### config.mk
export PLATFORM = sky130hd
export DESIGN_NAME = gb_cpu_ir
export DESIGN_NICKNAME = d
export VERILOG_FILES = /design/src/rtl/gb_cpu_common_pkg.sv /design/src/rtl/gb_cpu_ir.sv
export SDC_FILE = /design/constraint.sdc
export NUM_CORES = 1
export LEC_CHECK = 0
export ABC_AREA = 0
export ABC_CLOCK_PERIOD_IN_PS = 2300
export CORE_MARGIN = 3
export CORE_UTILIZATION = 35
export CTS_CLUSTER_DIAMETER = 50
export DETAILED_ROUTE_END_ITERATION = 8
export GPL_TIMING_DRIVEN = 1
export HOLD_SLACK_MARGIN = 0.1
export PLACE_DENSITY_LB_ADDON = 0.25
export SYNTH_ARGS = -nofsm -noshare
export SYNTH_HDL_FRONTEND = slang
export SYNTH_SLANG_ARGS = --single-unit
### constraint.sdc
create_clock -name clk -period 2.3 [get_ports clk]
set_input_delay 0.23 -clock clk [delete_from_list [all_inputs] [get_ports clk]]
set_output_delay 0.23 -clock clk [all_outputs]
set_load 0.02 [all_outputs]
### src/rtl/gb_cpu_common_pkg.sv
// Shared types and opcode constants for the CPU front end.
// Instruction-register state encoding and the special opcodes it recognises.
package gb_cpu_common_pkg;

  typedef enum logic [1:0] {
    FETCH   = 2'd0,
    CB_PEND = 2'd1,
    HALT    = 2'd2
  } ir_state_t;

  localparam logic [7:0] OPC_NOP = 8'h00;
  localparam logic [7:0] OPC_CB  = 8'hCB;

endpackage

### src/rtl/gb_cpu_ir.sv
// Instruction register: latches fetched opcodes, tracks the CB prefix page,
// injects interrupt dispatch and implements HALT, including the HALT bug.
module gb_cpu_ir
  import gb_cpu_common_pkg::*;
(
  input  logic       clk,
  input  logic       reset,
  input  logic [7:0] mem_rdata,
  input  logic       fetch_en,
  input  logic       ime,
  input  logic       int_pending,
  input  logic       halt_req,
  output logic [7:0] opcode,
  output logic       cb_prefix,
  output logic       isr_cmd,
  output logic       pc_inc,
  output logic       halted
);

  ir_state_t  state_q, state_d;
  logic [7:0] opcode_q, opcode_d;
  logic       cb_q, cb_d;
  logic       isr_q, isr_d;
  logic       halted_q, halted_d;
  logic       bug_q, bug_d;
  logic       isr_take;

  assign isr_take = (state_q == FETCH) && fetch_en && int_pending && ime;
  assign pc_inc   = fetch_en & ~halted_q & ~isr_take & ~bug_q;

  always_comb begin
    state_d  = state_q;
    opcode_d = opcode_q;
    cb_d     = cb_q;
    isr_d    = isr_q;
    halted_d = halted_q;
    bug_d    = bug_q;

    unique case (state_q)
      FETCH: begin
        if (fetch_en) begin
          bug_d = 1'b0;
          cb_d  = 1'b0;
          if (isr_take) begin
            opcode_d = OPC_NOP;
            isr_d    = 1'b1;
          end else begin
            opcode_d = mem_rdata;
            isr_d    = 1'b0;
            if (mem_rdata == OPC_CB) state_d = CB_PEND;
          end
        end
      end
      CB_PEND: begin
        if (fetch_en) begin
          bug_d    = 1'b0;
          opcode_d = mem_rdata;
          cb_d     = 1'b1;
          isr_d    = 1'b0;
          state_d  = FETCH;
        end
      end
      HALT: begin
        if (int_pending) begin
          state_d  = FETCH;
          halted_d = 1'b0;
          if (ime) begin
            opcode_d = OPC_NOP;
            cb_d     = 1'b0;
            isr_d    = 1'b1;
          end
        end
      end
      default: state_d = FETCH;
    endcase

    // Halt is evaluated against the post-fetch state so a same-cycle fetch wins.
    if (halt_req && (state_q != HALT) && (state_d == FETCH)) begin
      if (int_pending && !ime) begin
        bug_d = 1'b1;
      end else begin
        state_d  = HALT;
        halted_d = 1'b1;
      end
    end
  end

  always_ff @(posedge clk) begin
    if (reset) begin
      state_q  <= FETCH;
      opcode_q <= OPC_NOP;
      cb_q     <= 1'b0;
      isr_q    <= 1'b0;
      halted_q <= 1'b0;
      bug_q    <= 1'b0;
    end else begin
      state_q  <= state_d;
      opcode_q <= opcode_d;
      cb_q     <= cb_d;
      isr_q    <= isr_d;
      halted_q <= halted_d;
      bug_q    <= bug_d;
    end
  end

  assign opcode    = opcode_q;
  assign cb_prefix = cb_q;
  assign isr_cmd   = isr_q;
  assign halted    = halted_q;

endmodule

==> results.cfg, run 1 <==
[floorplanning]
overall_die_area_mm2 = 0.002676
chipWidth_um = 51.73
rows = 15
height_of_the_chip_um = 51.73
ios = 26
floorplan.initialDensity_pct = 39.80
core_area_mm2 = 0.001839

[sta]
final_hold_viol_count = 0
final_min_period_over_clock_period_pct = 90.14
setup_slack_ns = 0.2268
final_number_of_setup_violating_endpoints = 0
final.setup_skew_ns = 0.003251
worst_slew_pin_slew_ns = 0.6545
finalCriticalPeriod_ns = 2.073
rsz_0062_raised_after_global_routing = false
slew_headroom_pct = 56.28
clock.fmax_ghz = 0.4823
max_transition_viols_final = 0
setup_tns_ns = 0

[setup_path]
timing.setup.critical_path_class = reg -> out
critical_path_arrival_ns = 1.84
cp_data_required_time_ns = 2.07
critical_path.max_fanout = 8
worst-r2r-cell-count = 6
timing.critical_path.to_type = output pin
start_kind = flip-flop
rr_startpoint = state_q[0]
r2r_setup_slack_ns = 0.34
r2r-end = isr_cmd

[worst_hold_path]
worstHoldEndpoint = cb_prefix
timing.hold.worst_path_depth = 2
holdCritStartpoint = cb_prefix
hold_path.class = reg -> reg

[cts]
cts.htree.levels = 1
worstSkewPairLatency_ns = 0.28
clock_slew_at_reported_path_ffs_ns = 0.09
tritoncts_num_sinks = 14
clock_buffer_count_from_cts = 3
root_driver = sky130_fd_sc_hd__clkbuf_4
cts.repair_timing.setup_buffer_count = 0
clock_path_buffers = 2
cts_tree = yes

[placement]
portBuffers = 25
preCtsSetupSlack_ns = 0.2815
dp_hpwl_um = 1439
globalplace.congestion = 0.8002
numPlacedInstances = 129

[logic_synthesis]
synth.net_count = 99
synthTopCellsByArea = sky130_fd_sc_hd__dfxtp_1 38%, sky130_fd_sc_hd__a32oi_1 9.6%, sky130_fd_sc_hd__ha_1 6.8%
synth.lib_cells_used.distinct = 31
synth_top_cell_area_share_pct = 38.29
netlist.top_cell.by_area = sky130_fd_sc_hd__dfxtp_1
synth-seq-cells = 14
netlist_area_before_placement_um2 = 732.0
yosysWarnings = 0
postSynthCellCount = 81
avgSynthCellArea_um2 = 9.036
ys_seq_area_share_pct = 38.29

[pwr]
total_leakage_power_nw = 0.4011
cell_internal_pwr_mw = 0.4515
proportion_of_power_drawn_by_the_clock_network_pct = 27.9
power_density_mw_per_mm2 = 631.3
power_switching_mw = 0.2009
total_power_consumption_of_the_routed_design_mw = 0.6525
pwr-share-comb_pct = 29.9
switching_share_of_power_pct = 30.80
p_seq_share_pct = 42.1
peakVddDrop_uv = 311.7

[grt]
grt_start_max_net_pins = 13
grt_antenna_before_repair = 0
first_global_vias = 717
globalRouteOverflowTotal = 0
grt_first_pass_wirelength_um = 3229
grt_util_all_layers_pct = 16.15

[finish]
flow.area_growth_from_synthesis_pct = 41.20
antenna_cells_inserted = 0
fraction_of_layout_cells_with_a_size_suffix_above_1_pct = 5.556
core_util_final_pct = 56.19
layout.cells.most_common = sky130_fd_sc_hd__clkdlybuf4s50_1
final_cells = 133
nNetsFinal = 127
most_frequent_cells_in_the_layout = 24 x sky130_fd_sc_hd__clkdlybuf4s50_1, 14 x sky130_fd_sc_hd__dfxtp_1, 9 x sky130_fd_sc_hd__nor2_1

[routing]
postRouteWirelength_um = 1908
vias = 698
detail_route.drc_violations = 0
final_antenna_net_count = 0
routed_via_density = 5.248
wl_per_cell_um = 14.35
number_of_detailed_route_iterations_in_the_first_pass = 4
first_iter_violations = 15

[job]
drv_cap = 0

[run_status]
status = complete, no violations
cell families after synthesis:
kind of cell             Yosys count  share of synthesized area (%)
AND/OR/NAND/NOR                   32                          23.42
flip-flops                        14                          38.29
AO/OA/AOI/OAI                     23                          26.32
adder cells (fa/ha/maj)            4                          6.838
buffers and inverters              8                          5.127
metrics by stage:
step | area, um^2 | hold slack [ns]
3_5_place_dp | 998.5 | 0.4556
6_report | 1033 | 0.4634
2_1_floorplan | 732.0 | 0.3913
5_1_grt | 1033 | 0.4955
3_3_place_gp | 998.5 | 0.4448
4_1_cts | 1033 | 0.4687
state kept, by name (all words and copies together), names as in the netlist:
| signal | count |
|---|---|
| bug_q | 1 |
| cb_prefix | 1 |
| halted | 1 |
| isr_cmd | 1 |
| opcode | 8 |
| state_q | 2 |
repair_timing:
item,4_1_cts,5_1_grt
endpoints found under the setup margin,1,0
gates resized for setup,1,0
hold buffers,0,0
routing by layer:
| metal | part of all wire [%] | vias up | track usage (%) | routed length (um) |
|---|---|---|---|---|
| met2 | 47 | 13 | 23.73 | 897 |
| met3 | 4.3 | 2 | 3.725 | 82 |
| met1 | 48 | 322 | 22.40 | 914 |
| met4 | 0.68 | 0 | 6.987 | 13 |
| met5 | 0 | - | 0 | 0 |
| li1 | - | 361 | - | - |
worst max-delay path by stage:
stage                           start  endpoint  slack, ns  cells after the start
after floorplan            state_q[0]   isr_cmd       0.55                      7
final                      state_q[0]    pc_inc       0.23                      6
after detailed placement   state_q[0]    pc_inc       0.28                      6
after global placement    int_pending    pc_inc       0.32                      5
after CTS                  state_q[0]    pc_inc       0.22                      6
after global routing       state_q[0]    pc_inc       0.05                      6
Yosys cell counts (all sizes together):
cell type  count
or3b           1
a211oi         1
o221a          1
and3           1
inv            6
clkbuf         1
buf            1
nand2          4
nand3          5
or3            1
o211ai         2
dfxtp         14
a21bo          2
a32oi          8
o2bb2ai        2
and2b          1
o2111a         1
o21bai         1
nor2b          4
ha             4
nor3           2
nand4          1
nor2           9
o21ai          1
a21oi          1
o31ai          2
a21o           1
nor4bb         1
and4b          1
nor3b          1
cell type report:
class                   count  area, um^2
flip-flops and latches     14       280.3
clock buffers               4       36.28
inverters                   6       22.52
repair buffers             25       249.0
multi-input cells          59       414.1
well taps                  25       31.28
fillers                   167       805.8
worst max-delay path: stages (launching register included):
cell                            delay [ns]
sky130_fd_sc_hd__dfxtp_1              0.43
sky130_fd_sc_hd__inv_1                0.09
sky130_fd_sc_hd__ha_1                 0.29
sky130_fd_sc_hd__nand3_1              0.18
sky130_fd_sc_hd__nand2_1              0.09
sky130_fd_sc_hd__nor3_1               0.13
sky130_fd_sc_hd__dlygate4sd2_1        0.35
power by group through the flow:
stage	Clock, mW	Sequential (mW)	Combinational [mW]
6_report	0.182	0.275	0.195
5_1_grt	0.194	0.278	0.212
4_1_cts	0.186	0.275	0.196
3_5_place_dp	0	0.281	0.196
3_3_place_gp	0	0.280	0.193
2_1_floorplan	0	0.300	0.0947
Note: power is estimated with default switching activity, not from simulation.
==> run 2: changes to the inputs <==
--- a/config.mk
+++ b/config.mk
@@ -14,6 +14,7 @@
 export GPL_TIMING_DRIVEN = 1
 export HOLD_SLACK_MARGIN = 0.1
 export PLACE_DENSITY_LB_ADDON = 0.25
+export SLEW_MARGIN = 20
 export SYNTH_ARGS = -nofsm -noshare
 export SYNTH_HDL_FRONTEND = slang
 export SYNTH_SLANG_ARGS = --single-unit
==> results of run 2 <==
The final DEF is identical to that of run 1; final timing and power are the same.
==> run 3: changes to the inputs <==
--- a/config.mk
+++ b/config.mk
@@ -6,9 +6,9 @@
 export NUM_CORES = 1
 export LEC_CHECK = 0
 export ABC_AREA = 0
-export ABC_CLOCK_PERIOD_IN_PS = 2300
+export ABC_CLOCK_PERIOD_IN_PS = 1800
 export CORE_MARGIN = 3
-export CORE_UTILIZATION = 35
+export CORE_UTILIZATION = 39
 export CTS_CLUSTER_DIAMETER = 50
 export DETAILED_ROUTE_END_ITERATION = 8
 export GPL_TIMING_DRIVEN = 1
==> constraint.sdc (replaced) <==
create_clock -name clk -period 1.8 [get_ports clk]
set_input_delay 0.18 -clock clk [delete_from_list [all_inputs] [get_ports clk]]
set_output_delay 0.18 -clock clk [all_outputs]
set_load 0.02 [all_outputs]
==> results.cfg, run 3 (synthesis gave the netlist of run 1 again) <==
[setup_path]
timing.critical_path.to_type = flip-flop
timing.setup.critical_path_class = reg -> reg
critical_path.max_fanout = 5
start_kind = flip-flop
critical_path_arrival_ns = 1.92
cp_data_required_time_ns = 1.98

[cts]
root_driver = sky130_fd_sc_hd__clkbuf_4
holdBufCountCts = 0
clock_buffer_count_from_cts = 3
cts_tree = yes
clock_path_buffers = 2
tritoncts_num_sinks = 14
worstSkewPairLatency_ns = 0.27
clock_slew_at_reported_path_ffs_ns = 0.08
cts.htree.levels = 1

[sta]
max_transition_viols_final = 0
timing.hold.ws_ns = 0.4603
clock.fmax_ghz = 0.5762
final_min_period_over_clock_period_pct = 96.42
setup_tns_ns = 0
rsz_0062_raised_after_global_routing = true
final_hold_viol_count = 0
slew_headroom_pct = 62.67
final_number_of_setup_violating_endpoints = 0
final.setup_skew_ns = 0.001729
worst_slew_pin_slew_ns = 0.5588
finalCriticalPeriod_ns = 1.736

[grt]
grt_util_met3_pct = 2.446
globalRouteMet2Util_pct = 25.22
grt_antenna_before_repair = 0
use_met1_pct = 22.62
grt_util_all_layers_pct = 16.44
globalRouteOverflowTotal = 0
grt_first_pass_wirelength_um = 3125
grt.busiest_layer = met2
first_global_vias = 721
grt_start_max_net_pins = 11

[routing]
first_iter_violations = 14
number_of_detailed_route_iterations_in_the_first_pass = 4
wl_per_cell_um = 13.29
final_antenna_net_count = 0
detail_route.drc_violations = 0
vias = 781
routed_via_density = 5.313
postRouteWirelength_um = 1953

[floorplanning]
height_of_the_chip_um = 49.32
core_area_mm2 = 0.001745
floorplan.initialDensity_pct = 41.94
ios = 26
rows = 15
chipWidth_um = 49.32
overall_die_area_mm2 = 0.002432

[finish]
antenna_cells_inserted = 0
flow.area_growth_from_synthesis_pct = 60.00
fraction_of_layout_cells_with_a_size_suffix_above_1_pct = 22.95
fin_area_mm2 = 0.001171
max_reg_flops = 8
num-fill-cells = 142
layout.cells.most_common = sky130_fd_sc_hd__clkdlybuf4s50_1
nNetsFinal = 142
most_frequent_cells_in_the_layout = 24 x sky130_fd_sc_hd__clkdlybuf4s50_1, 15 x sky130_fd_sc_hd__buf_4, 12 x sky130_fd_sc_hd__dfxtp_1

[placement]
dp_hpwl_um = 1510
portBuffers = 25
globalplace.congestion = 0.8167
dpl_cell_area_mm2 = 0.001096

[worst_hold_path]
hold_path.class = reg -> reg

[run_status]
status = complete, no violations

[pwr]
total_leakage_power_nw = 0.4708
power_density_mw_per_mm2 = 706.7
peakVddDrop_uv = 558.8

[job]
drv_cap = 0
-- run 3: cell types whose count changed in the layout (fill, tap and decap cells not counted), moves of 2 or more --
cell,change
sky130_fd_sc_hd__dfxtp_1,-2
sky130_fd_sc_hd__ha_4,+2
sky130_fd_sc_hd__buf_4,+15
sky130_fd_sc_hd__ha_1,-2
sky130_fd_sc_hd__dfxtp_4,+2
-- run 3: power breakdown --
part	leakage, nW	switching, mW	internal [mW]
clock	0.0138	0.0944	0.0774
combinational	0.341	0.144	0.163
sequential	0.116	0.0146	0.335
total	0.471	0.253	0.575
-- run 3: per-layer routing --
metal,vias up,wire length [um],share of wire [%]
met5,-,0,0
met4,0,28,1.4
met3,4,106,5.4
met2,22,894,46
met1,367,922,47
li1,388,-,-
-- run 3: per-stage QoR --
| step | setup slack [ns] | utilization (%) | power [mW] | cells |
|---|---|---|---|---|
| 5_1_grt | -0.01024 | 67.10 | 0.8694 | 147 |
| 3_5_place_dp | -0.03792 | 62.80 | 0.6410 | 142 |
| 6_report | 0.06449 | 67.10 | 0.8276 | 147 |
| 4_1_cts | 0.003133 | 64.16 | 0.8114 | 145 |
| 3_3_place_gp | -0.01793 | 62.80 | 0.6376 | 142 |
| 2_1_floorplan | 0.04728 | - | 0.5047 | 81 |
-- run 3: repair_timing --
action	in CTS	in global routing
cloned	0	0
pin swaps	0	3
gates resized for setup	5	11
hold endpoints to repair	0	0
setup endpoints to repair	12	13
buffers inserted	0	2
-- run 3: final timing paths --
check,depth (start not counted),to,slack (ns),start
setup reg to reg,7,bug_q,0.06,state_q[1]
setup / recovery,7,bug_q,0.06,state_q[1]
hold reg to reg,2,cb_prefix,0.46,cb_prefix
hold / removal,2,cb_prefix,0.46,cb_prefix
-- run 3: layout make-up --
class | instances | area (um^2) | share of cell area [%]
multi-input cells | 59 | 445.4 | 38.03
repair buffers | 40 | 361.6 | 30.88
flip-flops and latches | 14 | 287.8 | 24.57
well taps | 25 | 31.28 | 2.671
clock buffers | 3 | 22.52 | 1.923
inverters | 6 | 22.52 | 1.923
-- run 3: worst max-delay path: stages (launching register included) --
cell and delay, ns:
sky130_fd_sc_hd__dfxtp_4 0.36, sky130_fd_sc_hd__inv_1 0.07, sky130_fd_sc_hd__ha_1 0.19, sky130_fd_sc_hd__buf_4 0.15
sky130_fd_sc_hd__nor2b_1 0.13, sky130_fd_sc_hd__or3_1 0.33, sky130_fd_sc_hd__o2111a_2 0.20, sky130_fd_sc_hd__o31ai_1 0.21
